[config.mk]
export PLATFORM = sky130hd
export DESIGN_NAME = hilo_divider
export DESIGN_NICKNAME = d
export VERILOG_FILES = /design/src/rtl/hilo_divider.sv
export SDC_FILE = /design/constraint.sdc
export NUM_CORES = 1
export LEC_CHECK = 0
export CAP_MARGIN = 20
export CORE_MARGIN = 2
export CORE_UTILIZATION = 55
export CTS_CLUSTER_DIAMETER = 30
export CTS_CLUSTER_SIZE = 24
export DETAILED_ROUTE_END_ITERATION = 7
export PLACE_DENSITY_LB_ADDON = 0.15
export SETUP_SLACK_MARGIN = 0.05
export SYNTH_ARGS = -nofsm -noshare
export SYNTH_HDL_FRONTEND = slang
export SYNTH_SLANG_ARGS = --single-unit
[constraint.sdc]
create_clock -name clk -period 7.73 [get_ports clk]
set_clock_uncertainty 0.15 [all_clocks]
set_input_delay 1.1595 -clock clk [delete_from_list [all_inputs] [get_ports clk]]
set_output_delay 1.1595 -clock clk [all_outputs]
set_load 0.01 [all_outputs]
[src/rtl/hilo_divider.sv]
// hilo_divider
//   Multi-cycle MIPS DIV/DIVU execution unit that sits beside the ALU in the
//   execute stage. The quotient goes to LO and the remainder goes to HI. The
//   pipeline issues a request and then stalls while busy is high.
//
//   Signed division uses C/MIPS truncation, so the remainder takes the sign of
//   the dividend. Both results are held until the next completion.
//
// Ports
//   clk        rising-edge system clock
//   rst        asynchronous, active-high reset
//   start      request strobe; only accepted while busy == 0
//   is_signed  1 = DIV (two's complement), 0 = DIVU; sampled with start
//   dividend   numerator (rs); sampled with start
//   divisor    denominator (rt); sampled with start
//   busy       high while a request is in progress
//   done       one-cycle pulse; hi/lo were updated on the edge before it
//   div_zero   qualifies done: the divisor was zero
//   hi         remainder register
//   lo         quotient register
module hilo_divider #(
  parameter int WIDTH = 32
) (
  input  logic             clk,
  input  logic             rst,
  input  logic             start,
  input  logic             is_signed,
  input  logic [WIDTH-1:0] dividend,
  input  logic [WIDTH-1:0] divisor,
  output logic             busy,
  output logic             done,
  output logic             div_zero,
  output logic [WIDTH-1:0] hi,
  output logic [WIDTH-1:0] lo
);

  localparam int CW = (WIDTH > 1) ? $clog2(WIDTH) : 1;
  localparam logic [CW-1:0] LAST_STEP = CW'(WIDTH - 1);

  typedef enum logic [1:0] {
    S_IDLE,
    S_ITER,
    S_FIXUP,
    S_ZERO
  } state_t;

  state_t           state;
  state_t           state_next;
  logic             accept;

  logic [CW-1:0]    count;
  logic [WIDTH-1:0] rem;
  logic [WIDTH-1:0] quo;
  logic [WIDTH-1:0] dvsr;
  logic             neg_q;
  logic             neg_r;

  logic [WIDTH:0]   rem_shift;
  logic [WIDTH-1:0] rem_diff;
  logic             fits;

  // This returns the magnitude of x when it is treated as signed. The most
  // negative value maps to 2^(WIDTH-1), which is read as an unsigned number.
  function automatic logic [WIDTH-1:0] magnitude(input logic sgn,
                                                 input logic [WIDTH-1:0] x);
    return (sgn && x[WIDTH-1]) ? (~x + 1'b1) : x;
  endfunction

  assign busy = (state != S_IDLE);

  // One restoring step. Bring in the next dividend bit from the top of quo,
  // then compare at WIDTH+1 bits. The remainder before the shift is always
  // less than the divisor, so when the subtraction happens its result fits
  // in WIDTH bits.
  assign rem_shift = {rem, quo[WIDTH-1]};
  assign fits      = (rem_shift >= {1'b0, dvsr});
  assign rem_diff  = rem_shift[WIDTH-1:0] - dvsr;

  // State register.
  always_ff @(posedge clk or posedge rst) begin
    if (rst) state <= S_IDLE;
    else     state <= state_next;
  end

  // Next-state logic. A start only counts while the unit is in IDLE.
  always_comb begin
    state_next = state;
    accept     = 1'b0;
    case (state)
      S_IDLE: begin
        if (start) begin
          accept     = 1'b1;
          state_next = (divisor == '0) ? S_ZERO : S_ITER;
        end
      end
      S_ITER:  if (count == LAST_STEP) state_next = S_FIXUP;
      S_FIXUP: state_next = S_IDLE;
      S_ZERO:  state_next = S_IDLE;
      default: state_next = S_IDLE;
    endcase
  end

  // Datapath and result registers. quo starts out holding the dividend
  // magnitude. Quotient bits shift in at the bottom while dividend bits
  // shift out at the top. On a divide-by-zero, quo keeps the raw dividend
  // instead, because that value is what HI must return.
  always_ff @(posedge clk or posedge rst) begin
    if (rst) begin
      count    <= '0;
      rem      <= '0;
      quo      <= '0;
      dvsr     <= '0;
      neg_q    <= 1'b0;
      neg_r    <= 1'b0;
      hi       <= '0;
      lo       <= '0;
      done     <= 1'b0;
      div_zero <= 1'b0;
    end else begin
      done     <= 1'b0;
      div_zero <= 1'b0;
      case (state)
        S_IDLE: begin
          if (accept) begin
            quo   <= (divisor == '0) ? dividend : magnitude(is_signed, dividend);
            dvsr  <= magnitude(is_signed, divisor);
            rem   <= '0;
            count <= '0;
            neg_q <= is_signed & (dividend[WIDTH-1] ^ divisor[WIDTH-1]);
            neg_r <= is_signed & dividend[WIDTH-1];
          end
        end
        S_ITER: begin
          rem   <= fits ? rem_diff : rem_shift[WIDTH-1:0];
          quo   <= {quo[WIDTH-2:0], fits};
          count <= count + CW'(1);
        end
        S_FIXUP: begin
          lo   <= neg_q ? (~quo + 1'b1) : quo;
          hi   <= neg_r ? (~rem + 1'b1) : rem;
          done <= 1'b1;
        end
        S_ZERO: begin
          hi       <= quo;
          lo       <= '1;
          done     <= 1'b1;
          div_zero <= 1'b1;
        end
        default: ;
      endcase
    end
  end

endmodule

==> run metrics <==
Rel. slew slack=26.03%; Synth Net Count=1,458; DP Area=13,100 um2; Nets=1,548; final instance area=13,780 um2; Least-Margin Pin Slew=1099 ps; ys async rst share=100.0%; Worst Hold End=dvsr[28]$_DFFE_PP0P_; worst-path cell chain=inv_1, ha_1, inv_1, fa_1, a21o_1, a221oi_1, nor3_1, o31ai_1, o41a_1, mux2i_1, o211ai_1, o211ai_1; Post-synth top flop=dfrtp_1; Reg-to-Reg End=rem[28]$_DFFE_PP0P_; max-cap violation count=0; grt ovf=0; Startpoint Class=flop; via count=10,328; die height=149.4 um; Final Setup Violations=0; pin count of the biggest net entering global routing=81; CTS sink cnt=171; syn_area_per_cell=8.607 um2; clk_lat worst skew=440 ps; Leakage Power=5.716 nW; Final Cycle Share=50.99%; CTS root buffer=clkbuf_16; CORE AREA=20,890 um2; Worst R2R Start=quo[31]$_DFFE_PP0P_; Mapped Area=11,630 um2; worst reg2reg path depth=12; Die X=149.4 um; Synth Register Bits=171; DRT iter0 DRCs=846; Setup CP Type=reg -> reg; hold wc startpoint=dvsr[28]$_DFFE_PP0P_; CTS H-Tree Depth=4; total CTS buffers=17; Max Slew Vio Count=0; drt pass-1 iters=5; CP max-delay cell=o31ai_1; yosys warns=0; cell count after synthesis=1,351; total track usage=29.12%; antenna violations before repair=0; clock transition at the registers of the reported paths=80 ps; vias in the first global route=9,592; Max Clock Freq=0.2537 GHz; num ports=135; starting density of the core=55.67%; postcts setup bufs=0; maximum VDD drop=246.0 uV; dpl hpwl=23.24 mm; CTS max path bufs=2; HP Class=reg -> reg; Worst Path Buf+Inv=2; final hold vios=0; DR DRC count=0; post-CTS resize count=0; # hold bufs at CTS=0; Pwr per Cell Area=451.2 nW/um2; Antenna diodes=0; Port Buffers=134; status=finished clean; WL/cell=18.17 um; CP delay by family, top=compound AO/OA/AOI/OAI gates; CTS tree=yes; final wirelength=31.41 mm; RD Place Congestion=0.9686; minimum clock period=3942 ps; synth unique cells=73; ratio of cells with drive above 1 in the final layout=8.184%; Filler cells=1,838; Detail Route Antenna Nets=0; Post-synth EDFFs=0; RSZ-0062 raised after global routing=no; sequential fraction of the synthesis area=36.80%; arrival time worst endpoint=4130 ps; global-route wire length before repair=51.20 mm; reg2reg setup slack=3790 ps; Worst Path Required=7920 ps; synthesis-to-finish area growth=18.46%; Die ar.=22,320 um2; sum of negative setup slack=0 ps; CP max stage delay=650 ps; Avg Vias per Cell=5.973; # rows=53; Hold Path Stages=2; worst hold slack=330.6 ps; CP max FO=4; CP endpoint kind=flop
through the flow:
step,utilization [%],cells,total power [mW],worst slack (ps)
2_1_floorplan,-,1351,4.235,1789
3_3_place_gp,62.73,1693,5.233,3505
3_5_place_dp,62.73,1693,5.295,3433
4_1_cts,65.48,1725,6.155,3796
5_1_grt,65.95,1729,6.734,3501
6_report,65.95,1729,6.216,3788
power breakdown:
part / internal [mW] / switching (mW)
Sequential: 1.30 / 0.532
Clock: 0.430 / 0.418
Combinational: 1.57 / 1.96
Total: 3.30 / 2.91
cell families (layout without fill, tap and decap cells):
family	Yosys count	in the layout	share of synthesized area (%)
AOI/OAI and AO/OA	386	386	20.16
muxes	57	57	5.218
adders and majority gates	39	39	4.261
buffers and inverters	135	238	4.541
DFF	171	171	36.80
and+or+nand+nor	419	419	18.17
xor gates and xnor gates	144	144	10.85
cell usage after synthesis, types with 15 or more instances:
cell | number | area share [%]
dfrtp_1 | 171 | 37
nand2_1 | 151 | 4.9
o21ai_0 | 148 | 6.4
a21oi_1 | 106 | 4.6
xor2_1 | 100 | 7.5
nor2_1 | 80 | 2.6
clkbuf_1 | 62 | 2.0
inv_1 | 58 | 1.9
nand3_1 | 44 | 1.9
xnor2_1 | 44 | 3.3
ha_1 | 38 | 4.1
mux2i_1 | 31 | 2.7
mux2_2 | 25 | 2.4
o31ai_1 | 25 | 1.6
or3_1 | 23 | 1.2
and3_1 | 21 | 1.1
nor3_1 | 18 | 0.77
a31oi_1 | 15 | 0.81
how the worst max path moves through the flow:
stage                           end                 from  cells after the start
2_1_floorplan  count[0]$_DFFE_PP0P_                  rst                      1
3_3_place_gp    quo[14]$_DFFE_PP0P_          divisor[17]                      9
3_5_place_dp    quo[14]$_DFFE_PP0P_          divisor[17]                      9
4_1_cts         rem[28]$_DFFE_PP0P_  quo[31]$_DFFE_PP0P_                     12
5_1_grt         rem[28]$_DFFE_PP0P_  quo[31]$_DFFE_PP0P_                     12
6_report        rem[28]$_DFFE_PP0P_  quo[31]$_DFFE_PP0P_                     12
worst register-to-register path, cell delays in order (launching register included):
cell and delay, ps:
dfrtp_1 420, inv_1 250, ha_1 220, inv_1 50
fa_1 400, a21o_1 200, a221oi_1 460, nor3_1 160
o31ai_1 650, o41a_1 390, mux2i_1 220, o211ai_1 120
o211ai_1 150
cell usage in the layout, fill, tap and decap left out, types with 8 or more instances in the layout:
cell type        instances
a21o_1                  11
a21oi_1                106
a22oi_1                 10
a31oi_1                 15
and2_1                   9
and3_1                  21
buf_4                   10
clkbuf_16               17
clkdlybuf4s50_1        134
dfrtp_1                169
ha_1                    38
inv_1                   57
mux2_2                  25
mux2i_1                 31
nand2_1                149
nand2b_1                 9
nand3_1                 44
nand4_1                 10
nor2_1                  80
nor3_1                  18
nor4_1                   8
o21ai_0                148
o21ai_1                 11
o31ai_1                 25
or3_1                   23
xnor2_1                 44
xor2_1                 100
sequential cells by signal (all words and copies together) (netlist names):
name	flops
dvsr	32
done	1
neg_r	1
hi	32
rem	32
neg_q	1
state	2
count	5
lo	32
quo	32
div_zero	1
layout make-up:
cell class	count	area [um2]	share of cell area [%]
Multi-Input combinational cell	1045	6839	49.65
Sequential cell	171	4282	31.08
Clock buffer	17	425.4	3.088
Inverter	58	222.7	1.617
Tap cell	275	344.1	2.498
Clock inverter	15	148.9	1.081
Timing Repair Buffer	148	1514	10.99
routing by layer:
metal | GRT usage, % | wire (um)
met5 | 0 | 0
met3 | 4.159 | 1801
met1 | 41.86 | 14640
met2 | 44.27 | 13950
met4 | 11.76 | 1027
(Power assumes the default switching activity.)
